<file path="src/rtl/sensor_snapshot_bank_if.sv">
// sensor_snapshot_bank_if
//   Read port between the snapshot bank and the SPI slave.
//   data_addr   register address chosen by the SPI slave
//   data_out    registered read data returned to the SPI slave
//   snap_valid  high once a coherent snapshot exists since reset
//   master: SPI slave side (drives data_addr)
//   slave : snapshot bank side (drives data_out, snap_valid)
interface sensor_snapshot_bank_if #(
  parameter int WIDTH = 32
);
  logic [7:0]       data_addr;
  logic [WIDTH-1:0] data_out;
  logic             snap_valid;

  modport master (
    output data_addr,
    input  data_out,
    input  snap_valid
  );

  modport slave (
    input  data_addr,
    output data_out,
    output snap_valid
  );
endinterface

</file>
<file path="src/rtl/sensor_snapshot_bank.sv">
// sensor_snapshot_bank
//   Latches all five live sensor counts atomically on each SPI chip-select
//   falling edge so the RPi reads one coherent set per transaction. Also keeps
//   per-channel deltas, the capture timestamp and the time between captures
//   for velocity estimation. A holdoff window after each capture rejects
//   further chip-select edges and counts them as ignored.
//
//   clk            system clock
//   reset_n        asynchronous active-low reset
//   spi_cs         raw chip-select from the RPi, active low, asynchronous
//   cnt_left_enc   live left motor encoder count
//   cnt_right_enc  live right motor encoder count
//   cnt_left_odo   live left odometer count
//   cnt_right_odo  live right odometer count
//   cnt_sonar      live sonar echo count
//   rd             read port (data_addr in, data_out / snap_valid out)
//
//   state | meaning
//   EMPTY | no snapshot taken since reset
//   HOLD  | snapshot taken, holdoff window running, CS edges ignored
//   VALID | snapshot available, next CS falling edge captures
module sensor_snapshot_bank #(
  parameter int WIDTH   = 32,
  parameter int HOLDOFF = 50
) (
  input  logic                  clk,
  input  logic                  reset_n,
  input  logic                  spi_cs,
  input  logic [WIDTH-1:0]      cnt_left_enc,
  input  logic [WIDTH-1:0]      cnt_right_enc,
  input  logic [WIDTH-1:0]      cnt_left_odo,
  input  logic [WIDTH-1:0]      cnt_right_odo,
  input  logic [WIDTH-1:0]      cnt_sonar,
  sensor_snapshot_bank_if.slave rd
);

  localparam int HW = (HOLDOFF > 1) ? $clog2(HOLDOFF) : 1;
  localparam logic [HW-1:0] HOLD_LOAD = (HOLDOFF > 0) ? HW'(HOLDOFF - 1) : '0;
  localparam logic HOLD_EN = (HOLDOFF > 0);

  typedef enum logic [1:0] {
    ST_EMPTY = 2'd0,
    ST_HOLD  = 2'd1,
    ST_VALID = 2'd2
  } state_t;

  state_t           state_q, state_d;
  logic [HW-1:0]    hold_cnt;
  logic             cs_s1, cs_s2, cs_s3;
  logic             fall;
  logic             capture;
  logic             ign_evt;
  logic             in_hold;
  logic             snap_valid_i;

  logic [WIDTH-1:0] ts;
  logic [WIDTH-1:0] snap_le, snap_re, snap_lo, snap_ro, snap_so;
  logic [WIDTH-1:0] delta_le, delta_re, delta_lo, delta_ro;
  logic [WIDTH-1:0] snap_ts, dt, seq;
  logic [7:0]       ign_cnt;
  logic [WIDTH-1:0] rd_mux;

  // cs_s1/cs_s2 resolve metastability; cs_s3 is only an edge-detect delay.
  always_ff @(posedge clk or negedge reset_n) begin
    if (!reset_n) begin
      cs_s1 <= 1'b1;
      cs_s2 <= 1'b1;
      cs_s3 <= 1'b1;
    end else begin
      cs_s1 <= spi_cs;
      cs_s2 <= cs_s1;
      cs_s3 <= cs_s2;
    end
  end

  assign fall = cs_s3 & ~cs_s2;

  always_ff @(posedge clk or negedge reset_n) begin
    if (!reset_n) begin
      state_q  <= ST_EMPTY;
      hold_cnt <= '0;
    end else begin
      state_q <= state_d;
      if (capture) begin
        hold_cnt <= HOLD_LOAD;
      end else if (state_q == ST_HOLD && hold_cnt != '0) begin
        hold_cnt <= hold_cnt - 1'b1;
      end
    end
  end

  always_comb begin
    state_d = state_q;
    capture = 1'b0;
    ign_evt = 1'b0;
    case (state_q)
      ST_EMPTY, ST_VALID: begin
        if (fall) begin
          capture = 1'b1;
          state_d = HOLD_EN ? ST_HOLD : ST_VALID;
        end
      end
      ST_HOLD: begin
        ign_evt = fall;
        // Terminal count reached: the window has lasted HOLDOFF cycles.
        if (hold_cnt == '0) begin
          state_d = ST_VALID;
        end
      end
      default: state_d = ST_EMPTY;
    endcase
  end

  assign in_hold      = (state_q == ST_HOLD);
  assign snap_valid_i = (state_q != ST_EMPTY);

  always_ff @(posedge clk or negedge reset_n) begin
    if (!reset_n) begin
      ts <= '0;
    end else begin
      ts <= ts + 1'b1;
    end
  end

  // Deltas use the previous snapshot before it is overwritten in the same edge.
  always_ff @(posedge clk or negedge reset_n) begin
    if (!reset_n) begin
      snap_le  <= '0;
      snap_re  <= '0;
      snap_lo  <= '0;
      snap_ro  <= '0;
      snap_so  <= '0;
      delta_le <= '0;
      delta_re <= '0;
      delta_lo <= '0;
      delta_ro <= '0;
      snap_ts  <= '0;
      dt       <= '0;
      seq      <= '0;
    end else if (capture) begin
      snap_le  <= cnt_left_enc;
      snap_re  <= cnt_right_enc;
      snap_lo  <= cnt_left_odo;
      snap_ro  <= cnt_right_odo;
      snap_so  <= cnt_sonar;
      delta_le <= cnt_left_enc  - snap_le;
      delta_re <= cnt_right_enc - snap_re;
      delta_lo <= cnt_left_odo  - snap_lo;
      delta_ro <= cnt_right_odo - snap_ro;
      snap_ts  <= ts;
      dt       <= ts - snap_ts;
      seq      <= seq + 1'b1;
    end
  end

  always_ff @(posedge clk or negedge reset_n) begin
    if (!reset_n) begin
      ign_cnt <= '0;
    end else if (ign_evt && ign_cnt != 8'hFF) begin
      ign_cnt <= ign_cnt + 1'b1;
    end
  end

  always_comb begin
    rd_mux = '0;
    case (rd.data_addr)
      8'h00: rd_mux = snap_le;
      8'h01: rd_mux = snap_re;
      8'h02: rd_mux = snap_lo;
      8'h03: rd_mux = snap_ro;
      8'h04: rd_mux = snap_so;
      8'h05: rd_mux = delta_le;
      8'h06: rd_mux = delta_re;
      8'h07: rd_mux = delta_lo;
      8'h08: rd_mux = delta_ro;
      8'h09: rd_mux = snap_ts;
      8'h0A: rd_mux = dt;
      8'h0B: rd_mux = seq;
      8'h0C: rd_mux = WIDTH'({ign_cnt, 6'b0, in_hold, snap_valid_i});
      default: rd_mux = '0;
    endcase
  end

  always_ff @(posedge clk or negedge reset_n) begin
    if (!reset_n) begin
      rd.data_out <= '0;
    end else begin
      rd.data_out <= rd_mux;
    end
  end

  assign rd.snap_valid = snap_valid_i;

endmodule

</file>
<file path="src/flat_wrapper.sv">
// flat-port wrapper written by rule: the top's interface ports become plain ports
module sensor_snapshot_bank_flat 
#(
  parameter int WIDTH   = 32,
  parameter int HOLDOFF = 50
)
  (clk, reset_n, spi_cs, cnt_left_enc, cnt_right_enc, cnt_left_odo, cnt_right_odo, cnt_sonar, rd_data_addr, rd_data_out, rd_snap_valid);
  sensor_snapshot_bank_if #(.WIDTH(WIDTH)) rd_i ();
  input  logic clk;
  input  logic reset_n;
  input  logic spi_cs;
  input  logic [WIDTH-1:0] cnt_left_enc;
  input  logic [WIDTH-1:0] cnt_right_enc;
  input  logic [WIDTH-1:0] cnt_left_odo;
  input  logic [WIDTH-1:0] cnt_right_odo;
  input  logic [WIDTH-1:0] cnt_sonar;
  input wire logic [$bits(rd_i.data_addr)-1:0] rd_data_addr;
  output wire logic [$bits(rd_i.data_out)-1:0] rd_data_out;
  output wire logic [$bits(rd_i.snap_valid)-1:0] rd_snap_valid;
  assign rd_i.data_addr = rd_data_addr;
  assign rd_data_out = rd_i.data_out;
  assign rd_snap_valid = rd_i.snap_valid;
  sensor_snapshot_bank #(.WIDTH(WIDTH), .HOLDOFF(HOLDOFF)) u_core (.clk(clk), .reset_n(reset_n), .spi_cs(spi_cs), .cnt_left_enc(cnt_left_enc), .cnt_right_enc(cnt_right_enc), .cnt_left_odo(cnt_left_odo), .cnt_right_odo(cnt_right_odo), .cnt_sonar(cnt_sonar), .rd(rd_i));
endmodule
</file>
<file path="config.mk">
export PLATFORM = sky130hd
export DESIGN_NAME = sensor_snapshot_bank_flat
export DESIGN_NICKNAME = d
export VERILOG_FILES = /design/src/rtl/sensor_snapshot_bank_if.sv /design/src/rtl/sensor_snapshot_bank.sv /design/src/flat_wrapper.sv
export SDC_FILE = /design/constraint.sdc
export NUM_CORES = 1
export LEC_CHECK = 0
export BUFFER_PORTS_ARGS = -buffer_cell sky130_fd_sc_hd__buf_2
export CORE_MARGIN = 2
export CORE_UTILIZATION = 57
export CTS_BUF_LIST = sky130_fd_sc_hd__clkbuf_4
export CTS_CLUSTER_SIZE = 25
export DETAILED_ROUTE_END_ITERATION = 8
export PLACE_DENSITY = 0.79
export SYNTH_ARGS = -nofsm -noshare
export SYNTH_HDL_FRONTEND = slang
export SYNTH_SLANG_ARGS = --single-unit
</file>
<file path="constraint.sdc">
create_clock -name clk -period 3.2 [get_ports clk]
set_input_delay 0.32 -clock clk [delete_from_list [all_inputs] [get_ports clk]]
set_output_delay 0.32 -clock clk [all_outputs]
set_load 0.005 [all_outputs]
</file>
# Word-level counts from Yosys, hierarchy flattened
# Cells that the tools add are included.
[word_totals]
reg_bits = 467
out_inout_bits = 33
elab_cells = 67
[classes]
add_sub_neg = 9
eq_ne = 17
mux = 9
n_bitwise = 2
n_reduce_logical = 10
[op_table]
columns = ["op", "n"]
rows = [
  ["32-bit case mux with 13 select lines", 1],
  ["32-bit subtractor", 5],
  ["32-bit by 1-bit adder with 32-bit output, second input constant", 2],
  ["8-bit by 4-bit == test with 1-bit output, second input constant", 5],
  ["8-bit by 3-bit == test with 1-bit output, second input constant", 4],
  ["8-bit by 2-bit == test with 1-bit output, second input constant", 2],
  ["6-bit 2-to-1 mux", 2],
  ["8-bit by 1-bit adder with 8-bit output, second input constant", 1],
  ["8-bit by 1-bit == test with 1-bit output, second input constant", 1],
  ["8-bit zero test", 1],
  ["8-bit inequality test, second input constant", 1],
  ["6-bit zero test", 1],
  ["6-bit nonzero test", 1],
  ["6-bit by 1-bit subtractor with 6-bit output, second input constant", 1],
  ["2-bit 2-to-1 mux", 2],
  ["2-bit case mux with 2 select lines", 1],
  ["2-bit nonzero test", 2],
  ["1-bit 2-to-1 mux", 3],
  ["2-bit by 1-bit == test with 1-bit output, second input constant", 1],
  ["2-bit == test, second input constant", 1],
  ["1-bit logical AND", 2],
  ["2-bit zero test", 1],
  ["2-bit by 1-bit inequality test with 1-bit output, second input constant", 1],
  ["2-bit inequality test, second input constant", 1],
  ["other kinds (4)", 4],
]

# Logic depth before layout (Yosys ltp)
[depth]
depth_word = 5
mapped_depth = 13

# Least setup slack after synthesis
# Ideal clock, no wire load.
[synth_timing]
path_type = "register to register"
start = "register u_core.ts[0]"
end = "register u_core.dt[28]"
arrival_time_ns = 3.030
required_time_ns = 3.110
slack_ns = 0.081
path_stages_with_launch = 14
path_buffers = 0
synth_period_minus_slack_ns = 3.119
cell_sequence = "dfrtp_1 inv_1 ha_1 fa_1 nor2b_1 o21bai_1 a2bb2oi_2 or4b_1 a31oi_1 a311o_1 a21o_2 a21oi_2 or4b_1 o2111ai_1"
[synth_between]
elab_chain_len = 1
[synth_lines]
columns = ["element", "line_no", "text"]
rows = [
  ["from (decl)", "sensor_snapshot_bank.sv:56", "logic [WIDTH-1:0] ts;"],
  ["from (signal assigned)", "sensor_snapshot_bank.sv:121", "ts <= ts + 1'b1;"],
  ["32-bit subtractor", "sensor_snapshot_bank.sv:151", "dt <= ts - snap_ts;"],
  ["to (signal assigned)", "sensor_snapshot_bank.sv:151", ""],
  ["to (decl)", "sensor_snapshot_bank.sv:59", "logic [WIDTH-1:0] snap_ts, dt, seq;"],
]
# No other way between the ends.
# A chain may end at the register's enable or synchronous reset.

# Final worst setup path
[layout_timing]
start = "register u_core.snap_ts[0]"
end = "register u_core.dt[28]"
[layout_between]
elab_chain_len = 1
[layout_lines]
columns = ["element", "line_no", "text"]
rows = [
  ["from (decl)", "sensor_snapshot_bank.sv:59", ""],
  ["from (signal assigned)", "sensor_snapshot_bank.sv:150", "snap_ts <= ts;"],
  ["32-bit subtractor", "sensor_snapshot_bank.sv:151", ""],
]
# No other way between the ends.

==> flow_metrics.env <==
export IMPL_cts_tree="yes"
export IMPL_rr_endpoint="u_core.dt[28]"
export IMPL_synth_compound_gate_area_share_pct=21.5
export IMPL_outcome="finished, final reports clean"
export IMPL_synth_avg_cell_area_sq_um=8.80
export IMPL_nFillCells=3824
export IMPL_fin_crit_ns=3.15
export IMPL_whs_path_depth=4
export IMPL_r2r_cells=12
export IMPL_grt_ovfl_total=0
export IMPL_crit_fanout=2
export IMPL_grt_usage_pct=43.7
export IMPL_path_cells="ha_4 -> fa_2 -> nor2b_4 -> o21bai_4 -> a2bb2oi_2 -> or4b_4 -> a31oi_4 -> a311o_1 -> a21o_2 -> a21oi_2 -> or4b_4 -> o2111ai_2"
export IMPL_core_sq_um=48800
export IMPL_synth_largest_area_cell="dfrtp_1"
export IMPL_grt_pass1_wl_mm=164
export IMPL_regToRegStartpoint="u_core.snap_ts[0]"
export IMPL_crit_arrival_ns=4.11
export IMPL_io_buffers=203
export IMPL_slowest_stage="or4b_4"
export IMPL_placed_cell_area_sq_um=30600
export IMPL_pwr_density_cell_nw_per_um2=881
export IMPL_cp_start_kind="flip-flop"
export IMPL_tightest_slew_ns=0.933
export IMPL_hp_class="in2reg"
export IMPL_netlist_top_cells_area="dfrtp_1 (41%), nand2_1 (7.7%), o21ai_0 (7.3%)"
export IMPL_path_clk_slew_ns=0.08
export IMPL_drc=0
export IMPL_whs_endpoint="u_core.snap_le[3]"
export IMPL_design_area_sq_um=34600
export IMPL_synth_top_family_by_area="compound AO/OA/AOI/OAI gates"
export IMPL_vias_per_cell=6.17
export IMPL_rows=81
export IMPL_max_cap_viol_count=0
export IMPL_hpwl_mm=80.7
export IMPL_cp_slowest_stage_delay_ns=0.52
export IMPL_synth_edff_count=0
export IMPL_grt_pass1_vias=27000
export IMPL_hold_violations=0
export IMPL_relSlewSlack_pct=36.1
export IMPL_vias=27700
export IMPL_synthArstFlopShare_pct=100
export IMPL_synthesis_area_sq_um=28100
export IMPL_yosys_warnings=0
export IMPL_p_leak_nw=16.4
export IMPL_htree_levels=4
export IMPL_synthSimpleGateAreaFrac_pct=15.5
export IMPL_finalCritPeriodShare_pct=98.4
export IMPL_wl_per_cell_microns=24.6
export IMPL_r2r_slack_ns=0.05
export IMPL_cts_max_path_buffers=3
export IMPL_final_nets=4069
export IMPL_fin_ws_ns=0.0506
export IMPL_gp_congestion=1.07
export IMPL_crit_top_cell="or4b_4"
export IMPL_antenna_found_initial=6
export IMPL_drive_above_1_share_pct=17.7
export IMPL_clock_sinks=467
export IMPL_grt_max_degree=207
export IMPL_cts_made_buffers=133
export IMPL_cp_data_required_time_ns=4.16
export IMPL_power_w=0.0305
export IMPL_initial_utilization_pct=57.5
export IMPL_finClkSkew_ns=0.0812
export IMPL_synth_top_area_share_pct=41.3
export IMPL_pin_count=204
export IMPL_dieArea_sq_um=51100
export IMPL_die_w_microns=226
export IMPL_finalSetupTns_ns=0
export IMPL_hp_start="cnt_left_enc[3]"
export IMPL_synthMuxAreaShare_pct=2.42
export IMPL_slew_viol_final=0
export IMPL_synth_most_common_cell="nand2_1"
export IMPL_synthAdderAreaFrac_pct=7.48
export IMPL_vdd_ir_drop_max_mv=0.693
export IMPL_detail_route_antenna_nets=0
export IMPL_preCtsSetupSlack_ns=-0.0879
export IMPL_path_class="reg2reg"
export IMPL_synth_ff_type="dfrtp_1"
export IMPL_ys_ff_latch=467
export IMPL_synthDistinctLibCells=87
export IMPL_clock_latency_ns=1.07
export IMPL_first_pass_iters=8
export IMPL_clk_root_buffer_cell="clkbuf_4"
export IMPL_clock_fmax_mhz=318
export IMPL_fp_dieH_microns=226
export IMPL_syn_to_final_growth_pct=23.1
export IMPL_syn_nets=3532
export IMPL_drt_iter0_drc=3687
export IMPL_synthTopCellsByCount="nand2_1 (578), dfrtp_1 (464), o21ai_0 (411)"
export IMPL_synth_xor_xnor_area_share_pct=6.54
export IMPL_syn_inst=3196
export IMPL_wirelength_mm=110
export IMPL_ys_seq_area_share_pct=41.6
export IMPL_rsz0062_at_grt="yes"
export IMPL_endpoint_kind="flip-flop"
export IMPL_setup_viol=0
logic make-up (layout without fill, tap and decap cells):
kind of cell / count (synthesis) / count (layout)
muxes: 54 / 54
DFF: 467 / 467
xor gates and xnor gates: 210 / 210
other: 0 / 8
AOI/OAI and AO/OA: 965 / 965
buffers and inverters: 354 / 973
and+or+nand+nor: 981 / 981
adders and majority gates: 165 / 165
state kept, by name, summed over array words and instances (netlist names):
name	count
u_core.seq	32
u_core.state_q	2
u_core.delta_le	32
u_core.snap_so	32
u_core.ts	32
u_core.cs_s3	1
u_core.snap_lo	32
u_core.snap_ro	32
u_core.snap_ts	32
u_core.cs_s2	1
u_core.dt	32
u_core.snap_le	32
u_core.hold_cnt	6
u_core.cs_s1	1
u_core.delta_lo	32
u_core.delta_re	32
u_core.snap_re	32
u_core.delta_ro	32
u_core.ign_cnt	8
u_core.rd.data_out	32
power by group:
part           total, W  switching [W]  internal (W)
combinational    0.0140        0.00827       0.00573
sequential       0.0106        0.00251       0.00805
clock           0.00593        0.00282       0.00312
total            0.0305         0.0136        0.0169
through the flow:
step                      hold slack (ns)  cells  utilization, %
after global placement              0.284   4060            62.7
after detailed placement            0.287   4060            62.7
after floorplan                    0.0244   3196               -
final                              0.0324   4487            70.8
after global routing               0.0235   4484            70.8
after CTS                        0.000925   4464            70.1
how the worst max path moves through the flow:
stage,start,endpoint,slack [ns],cells after the start
detailed placement,u_core.ts[0],u_core.dt[28],-0.09,13
global placement,u_core.ts[0],u_core.dt[28],-0.02,13
floorplan,u_core.ts[0],u_core.dt[28],0.08,13
finish,u_core.snap_ts[0],u_core.dt[28],0.05,12
CTS,u_core.snap_re[0],u_core.delta_re[28],0.02,13
global route,u_core.snap_ts[0],u_core.dt[28],-0.05,12
worst max-delay path: cells and delay by family, from the launching register on:
kind,cells,cell delay (ns)
and+or+nand+nor,3,1.19
DFF,1,0.43
adders and majority gates,2,0.58
AOI/OAI and AO/OA,7,0.87
layout by cell type, fill, tap and decap left out, drive strengths merged, types with 26 or more instances in the layout:
cell type	netlist	final
nor3	26	26
a21oi	147	147
nand4	36	36
xnor2	123	123
mux2i	32	32
inv	195	198
buf	18	375
clkbuf	139	183
nand2	578	578
a221oi	28	28
a31oi	26	26
nor2b	33	33
nor2	122	122
nand2b	31	31
nand3	63	63
a21o	82	82
ha	160	160
dfrtp	464	464
o21ai	421	421
dlygate4sd3	0	186
xor2	87	87
a22oi	56	56
what timing repair did:
action | 4_1_cts | 5_1_grt
resized for setup | 6 | 50
hold endpoints to repair | 760 | 0
setup endpoints to repair | 2 | 36
buffers inserted | 0 | 15
hold buffers | 187 | 0
cloned | 0 | 0
pin swaps | 1 | 20
per-layer routing:
layer / global-route usage [%] / vias to the layer above / part of all wire (%)
met2: 63.3 / 1747 / 42
met1: 58.1 / 13200 / 39
met5: 0 / - / 0.028
met4: 26.5 / 4 / 6.7
li1: - / 12400 / -
met3: 12.3 / 364 / 12
layout make-up:
cell class | count | area, sq um | share of cell area (%)
Multi-Input combinational cell | 2375 | 15300 | 44.1
Sequential cell | 467 | 11700 | 33.8
Timing Repair Buffer | 561 | 4370 | 12.6
Clock buffer | 183 | 1370 | 3.97
Tap cell | 664 | 831 | 2.40
Inverter | 195 | 732 | 2.12
Clock inverter | 34 | 314 | 0.908
Antenna cell | 8 | 20.0 | 0.0579
No activity file was read; power rests on OpenSTA's default activity.
